File: src/rtl/addsub_result_buffer.sv
// addsub_result_buffer: registered FIFO stage for add/subtract results with zero flag and carry/borrow event count
// Ports: clk/rst (sync, active-high); in_* valid/ready upstream result {sum, cout, sub};
// out_* valid/ready head entry plus stored zero flag; carry_cnt saturating counter, clr_cnt clears it.
module addsub_result_buffer #(
  parameter int WIDTH = 4,
  parameter int DEPTH = 2,
  parameter int CNT_W = 8
) (
  input  logic             clk,
  input  logic             rst,
  input  logic             in_valid,
  output logic             in_ready,
  input  logic [WIDTH-1:0] in_sum,
  input  logic             in_cout,
  input  logic             in_sub,
  output logic             out_valid,
  input  logic             out_ready,
  output logic [WIDTH-1:0] out_sum,
  output logic             out_cout,
  output logic             out_sub,
  output logic             out_zero,
  output logic [CNT_W-1:0] carry_cnt,
  input  logic             clr_cnt
);
  localparam int AW = $clog2(DEPTH);
  logic [WIDTH+2:0] mem [DEPTH];
  logic [WIDTH+2:0] head;
  logic [AW-1:0]    rd_ptr, wr_ptr;
  logic [AW:0]      count;
  logic             push, pop, empty;
  // DEPTH is a power of two, so the occupancy MSB alone marks full
  assign empty     = count == '0;
  assign in_ready  = !count[AW] & !rst;
  assign out_valid = !empty;
  assign push      = in_valid & in_ready;
  assign pop       = out_valid & out_ready;
  assign head      = empty ? '0 : mem[rd_ptr];
  assign {out_zero, out_sub, out_cout, out_sum} = head;
  always_ff @(posedge clk) begin
    if (rst) begin
      rd_ptr    <= '0;
      wr_ptr    <= '0;
      count     <= '0;
      carry_cnt <= '0;
      for (int i = 0; i < DEPTH; i++) mem[i] <= '0;
    end else begin
      if (push) mem[wr_ptr] <= {~|in_sum, in_sub, in_cout, in_sum};
      if (push) wr_ptr <= wr_ptr + AW'(1);
      if (pop) rd_ptr <= rd_ptr + AW'(1);
      if (push != pop) count <= push ? count + (AW+1)'(1) : count - (AW+1)'(1);
      if (clr_cnt) carry_cnt <= '0;
      else if (push & in_cout & ~&carry_cnt) carry_cnt <= carry_cnt + CNT_W'(1);
    end
  end
endmodule

File: config.mk
export PLATFORM = sky130hd
export DESIGN_NAME = addsub_result_buffer
export DESIGN_NICKNAME = d
export VERILOG_FILES = /design/src/rtl/addsub_result_buffer.sv
export SDC_FILE = /design/constraint.sdc
export NUM_CORES = 1
export LEC_CHECK = 0
export ABC_AREA = 1
export BUFFER_PORTS_ARGS = -buffer_cell sky130_fd_sc_hd__buf_2
export CAP_MARGIN = 10
export CORE_MARGIN = 4
export CORE_UTILIZATION = 50
export CTS_BUF_LIST = sky130_fd_sc_hd__clkbuf_8
export DETAILED_ROUTE_END_ITERATION = 8
export PLACE_DENSITY = 0.75
export SETUP_SLACK_MARGIN = 0.3
export SYNTH_ARGS = -nofsm -noshare
export SYNTH_HDL_FRONTEND = slang
export SYNTH_SLANG_ARGS = --single-unit
File: constraint.sdc
create_clock -name clk -period 1.3 [get_ports clk]
set_input_delay 0.325 -clock clk [delete_from_list [all_inputs] [get_ports clk]]
set_output_delay 0.325 -clock clk [all_outputs]
set_load 0.02 [all_outputs]
==> reports/metrics.cfg, run 1 <==
[cells_and_area]
antenna_cells = 0
multi_input_area_um2 = 795
area_delta_synth_final_pct = 67.8
drive_gt1_frac = 0.591
final_nets = 228
seqCellArea_um2 = 709
fin_area_um2 = 2170
nFillCells = 131

[global_route]
grt_max_degree = 16
grt_pass1_vias = 1258
grt_pass1_wl_um = 5440
grt_overflow_total = 0
grt_usage = 0.206
antenna_found_initial = 0

[setup_path]
crit_fanout = 9
cp-end-kind = output port
ff2ff_path_depth = 9
crit_chain = nor2_4, buf_12, a21oi_2, buf_4
cp-endpoint = out_sum[0]
crit_required_ns = 0.98
worst_path_largest_cell_delay_ns = 0.38
timing.critical_path.from = count[0]
cp-start-kind = flip-flop
arrival_ns = 1.10
r2r_start = count[1]
cpLargestDelayFamily = flip-flops
ff2ff_setup_slack_ns = -0.11
critical_path_depth = 4
slowest_stage = dfxtp_2
critical_path_class = reg -> out
timing.rr.end = carry_cnt[2]
critical_path_buf_inv_count = 2

[run_status]
violations = setup timing
status = complete, but fails checks

[clock_network]
numCtsBuffers = 3
cts.sinks = 27
cts_hold_buf = 0
h-tree-depth = 1
cts_buffer_depth = 2
cts.clk_slew.worst_paths_ns = 0.09
worst_skew_pair.late_latency_ns = 0.27
cts_tree = done
cts_root_buffer = clkbuf_8

[sta]
drv_slew = 0
layout_setup_ws_ns = -0.121
fin_tns_setup_ns = -3.21
hold_violations = 0
max_slew_margin = 0.749
finalSetupViolCount = 43
fmax_mhz = 704
period_needed_ns = 1.42
fin_skew_ns = 0.00169
tightest_slew_ns = 0.376
finalCritPeriodShare = 1.09
rsz0062_at_grt = yes

[synth]
synthesis.nets = 171
synth-edff-count = 14
synth_top_area_cell = edfxtp_1
seq_area_frac_synth = 0.527
ys_ff_latch = 27
yosys_warnings = 0
synth_top_area_frac = 0.326
netlist_top_cells_area = edfxtp_1 (33%), dfxtp_1 (20%), nand2_1 (12%), nor2_1 (8.1%), a21oi_1 (5.8%)
syn_area_per_cell_um2 = 8.12
syn_inst = 159
synth_common_cells = nand2_1 (41), nor2_1 (28), inv_1 (17)
synth_cell_type_count = 23
synth_ff_type = edfxtp_1
synth_most_common_cell = nand2_1
async_reset_ff_frac = 0
synth_area_um2 = 1290

[power_and_ir_drop]
p_sw_mw = 0.576
powerDensity_nw_per_um2 = 892
p_comb_frac = 0.247
internal_power_mw = 1.36
sw_frac_of_total = 0.298
ir_drop_mv = 0.786
power_frac_seq = 0.510
p_clk_frac = 0.243
power_leakage_nw = 0.911

[hold_path]
min_from = rst
hp-class = in -> reg

[floorplan]
die-area_um2 = 3460
die_width_um = 58.8
fp.dieH_um = 58.8
start_util = 0.521
row_count = 18
pin_count = 28
coreArea_um2 = 2480

[placed_design]
placed_cell_area_um2 = 1650
dp_hpwl_um = 2150
io_buffers = 27
gp_congestion = 0.761

[detailed_routing]
vias = 1286
wl_per_cell_um = 16.1
drtPass1Iterations = 4
viasPerCell = 5.25
wl_um = 3940
route.detailed.drc = 0
postRouteAntennaNets = 0
first_iter_violations = 86

[flow_run]
drv_cap = 0

-- worst min path at each step --
stage / endpoint / slack, ns / cells past startpoint
after floorplan: count[0] / 0.39 / 1
after detailed placement: flip-flop / 0.47 / 1
final: count[0] / 0.28 / 2
after global routing: count[0] / 0.28 / 2
after CTS: count[0] / 0.28 / 2
after global placement: rd_ptr / 0.44 / 1
-- power groups by stage --
stage               logic (mW)  clock network (mW)  registers, mW
floorplan                0.241                   0          0.987
global placement         0.328                   0          0.998
detailed placement       0.338                   0           1.00
CTS                      0.407               0.469          0.979
global route             0.509               0.519          0.991
finish                   0.477               0.471          0.985
-- worst register-to-register path: cells and delay by family (launching register included) --
family          cells  cell delay [ns]
compound gates      1             0.17
buf+inv             4             0.44
simple gates        4             0.36
flops               1             0.37
-- flip-flops by register name, indices dropped and copies added (netlist names), named ones only --
signal,count
rd_ptr,1
count,2
carry_cnt,8
mem,14
wr_ptr,1
-- through the flow --
stage	hold slack (ns)	instances	setup WS, ns	power, mW	utilization
finish	0.279	245	-0.121	1.93	0.875
global route	0.276	245	-0.168	2.02	0.875
CTS	0.278	239	-0.125	1.86	0.806
detailed placement	0.471	221	-0.0238	1.34	0.668
global placement	0.437	221	0.0191	1.33	0.668
floorplan	0.394	159	0.107	1.23	-
-- placed cells by master (no fill, tap or decap), types with 6 or more instances in the layout --
cell type   n
a21oi_2     9
buf_2      10
buf_4      21
buf_6      20
dfxtp_4     6
edfxtp_1   14
inv_1      16
nand2_1    27
nand2_2     9
nand2_4     6
nor2_1     13
nor2_2      8
nor2_4     11
-- cell type report --
type	count	share of cell area
multi-input combinational	110	0.367
sequential	27	0.327
timing repair buffer	53	0.218
inverter	21	0.0491
clock buffer	3	0.0191
tap	30	0.0173
clock inverter	1	0.00231
-- metal layers --
metal | share of wire | GRT usage | vias up
li1 | - | - | 619
met1 | 0.39 | 0.230 | 627
met2 | 0.57 | 0.394 | 38
met3 | 0.040 | 0.0329 | 2
met4 | 0.0020 | 0.0615 | 0
met5 | 0 | 0 | -
-- kinds of logic (layout without fill, tap and decap cells) --
kind of cell | count (synthesis) | in the layout | share of synthesized area
AOI/OAI and AO/OA | 20 | 20 | 0.0804
adders and majority gates | 1 | 1 | 0.00969
xor gates and xnor gates | 3 | 3 | 0.0204
and+or+nand+nor | 86 | 86 | 0.294
buffers and inverters | 22 | 78 | 0.0688
DFF | 27 | 27 | 0.527
-- what timing repair did --
action | in CTS | in global routing
endpoints found under the setup margin | 56 | 58
gates resized for setup | 60 | 36
pin swaps | 11 | 4
setup buffers | 14 | 6
(Power assumes the default switching activity.)
==> inputs of run 2 (changes only) <==
--- a/config.mk
+++ b/config.mk
@@ -5,7 +5,6 @@
 export SDC_FILE = /design/constraint.sdc
 export NUM_CORES = 1
 export LEC_CHECK = 0
-export ABC_AREA = 1
 export BUFFER_PORTS_ARGS = -buffer_cell sky130_fd_sc_hd__buf_2
 export CAP_MARGIN = 10
 export CORE_MARGIN = 4
==> run 2 against run 1 <==
The run still ends with setup timing left. Synthesized cell count fell by 26%. Final cell count fell by 18%. Global-route usage rose by 0.13 points. Non-clock buffer count rose by 4. First-iteration DRC count fell by 36%. Sequential share of layout area rose by 1.3 points. Fmax fell by 5.2%. Largest cell class unchanged. Largest power group unchanged.
==> reports/metrics.cfg, run 2 <==
[detailed_routing]
viasPerCell = 5.68
first_iter_violations = 55
route.detailed.drc = 0
postRouteAntennaNets = 0
drtPass1Iterations = 4
wl_per_cell_um = 18.6
vias = 1148
wl_um = 3750

[sta]
max_slew_margin = 0.814
finalSetupViolCount = 14
fin_skew_ns = 0.00325
hold_violations = 0
period_needed_ns = 1.50
layout_setup_ws_ns = -0.198
fin_tns_setup_ns = -1.69
whs_ns = 0.379
rsz0062_at_grt = yes
drv_slew = 0
tightest_slew_ns = 0.278
fmax_mhz = 667
finalCritPeriodShare = 1.15

[hold_path]
hp-class = in -> reg
min_from = in_valid

[cells_and_area]
final_nets = 187
finalNonFillerCells = 202
final_core_util = 0.913
nFillCells = 87
largest_reg_flops = 14
antenna_cells = 0
top_register = mem
layout_commonest_cell = buf_6
area_delta_synth_final_pct = 66.4
reg.largest.list = mem (14), carry_cnt (8), count (2)
drive_gt1_frac = 0.672
fin_area_um2 = 2100
mostFrequentLayoutCells = buf_6 (29), nor2_1 (17), buf_2 (15)

[synth]
async_reset_ff_frac = 0
syn_area_per_cell_um2 = 10.7
yosys_warnings = 0
synth_most_common_cell = nor2_1
synth_area_um2 = 1260
seq_area_frac_synth = 0.540
ys_ff_latch = 27
netlist_top_cells_area = edfxtp_1 (33%), dfxtp_1 (21%), nor2_1 (6.5%), mux2i_1 (6.3%), xor2_1 (6.3%)
synth_common_cells = nor2_1 (22), edfxtp_1 (14), dfxtp_1 (13)
synth-edff-count = 14
synth_cell_type_count = 31
synth_top_area_cell = edfxtp_1
synthesis.nets = 130
synth_top_area_frac = 0.333
synth_ff_type = edfxtp_1
syn_inst = 118

[setup_path]
cp-end-kind = output port
crit_fanout = 7
crit_required_ns = 0.98
worst_path_largest_cell_delay_ns = 0.36
r2r_start = count[1]
arrival_ns = 1.17
ff2ff_setup_slack_ns = -0.09
cp-start-kind = flip-flop
slowest_stage = dfxtp_2
critical_path_class = reg -> out
crit_chain = buf_12, mux2i_1, nor2_1, buf_2

[floorplan]
pin_count = 28
fp.dieH_um = 58.2
coreArea_um2 = 2300
die-area_um2 = 3390
die_width_um = 58.2
start_util = 0.549
row_count = 17

[clock_network]
cts.sinks = 27
numCtsBuffers = 3
cts_tree = done
cts_root_buffer = clkbuf_8
cts_buffer_depth = 2
cts.clk_slew.worst_paths_ns = 0.09
worst_skew_pair.late_latency_ns = 0.27
h-tree-depth = 1

[global_route]
grtUsageMet3 = 0.0401
grt_pass1_wl_um = 5200
antenna_found_initial = 0
grt_pass1_vias = 1100
use_met1 = 0.220
grtUsageMet2 = 0.397
grt_max_degree = 16
grt-busiest-layer = met2
grt_usage = 0.207
grt_overflow_total = 0

[power_and_ir_drop]
powerDensity_nw_per_um2 = 855
power_leakage_nw = 0.869
total_power_mw = 1.79
ir_drop_mv = 0.882

[flow_run]
drv_cap = 0

[placed_design]
io_buffers = 27
dp_hpwl_um = 2020
placed_cell_area_um2 = 1650
dp_slack_ns = -0.0985
dp_cells = 187
gp_congestion = 0.768

[run_status]
status = complete, but fails checks
violations = setup timing

==> run 2: cell count changes after synthesis, sizes merged, moves of 6 or more <==
cell | before | now
and2 | 0 | 8
nand2 | 45 | 1
mux2i | 0 | 8
a21oi | 16 | 3
nor2 | 32 | 22
and3 | 0 | 7
inv | 19 | 2
xor2 | 3 | 9
==> run 2: per-layer routing <==
layer,routed length [µm],vias up,part of all wire
li1,-,529,-
met3,238,10,0.063
met2,2000,56,0.53
met4,115,0,0.031
met1,1400,553,0.37
met5,0,-,0
==> run 2: layout make-up <==
| cell class | count | area [µm²] | area share |
|---|---|---|---|
| clock buffers | 3 | 41.3 | 0.0197 |
| clock inverters | 1 | 5.00 | 0.00239 |
| inverters | 2 | 7.51 | 0.00358 |
| multi-input cells | 84 | 785 | 0.374 |
| flip-flops and latches | 27 | 713 | 0.340 |
| well taps | 28 | 35.0 | 0.0167 |
| repair buffers | 57 | 512 | 0.244 |
==> run 2: worst paths after layout <==
| check | to | cells past startpoint |
|---|---|---|
| hold / removal | count[1] | 3 |
| setup reg to reg | carry_cnt[7] | 4 |
| hold reg to reg | rd_ptr | 2 |
| setup / recovery | out_sub | 4 |
==> run 2: logic make-up after synthesis <==
| group | count (synthesis) | share of synthesized area |
|---|---|---|
| AND/OR/NAND/NOR | 55 | 0.234 |
| flip-flops | 27 | 0.540 |
| buffers and inverters | 7 | 0.0268 |
| multiplexers | 8 | 0.0635 |
| adder cells (fa/ha/maj) | 1 | 0.00992 |
| AO/OA/AOI/OAI | 11 | 0.0635 |
| XOR/XNOR | 9 | 0.0625 |
==> run 2: worst max-delay path: cells and delay by family, from the launching register on <==
kind	cells	cell delay [ns]
buffers and inverters	2	0.28
flip-flops	1	0.36
multiplexers	1	0.20
AND/OR/NAND/NOR	1	0.06
==> run 2: where the power goes <==
| group | switching (mW) | internal (mW) | leakage, nW |
|---|---|---|---|
| clock | 0.251 | 0.215 | 0.0255 |
| sequential | 0.0306 | 0.929 | 0.260 |
| combinational | 0.184 | 0.184 | 0.584 |
| total | 0.466 | 1.33 | 0.869 |
==> run 2: what timing repair did <==
item / in CTS / in global routing
buffers inserted: 6 / 5
setup endpoints to repair: 57 / 57
hold buffers: 0 / 0
gates resized for setup: 65 / 25
pin swaps: 25 / 10
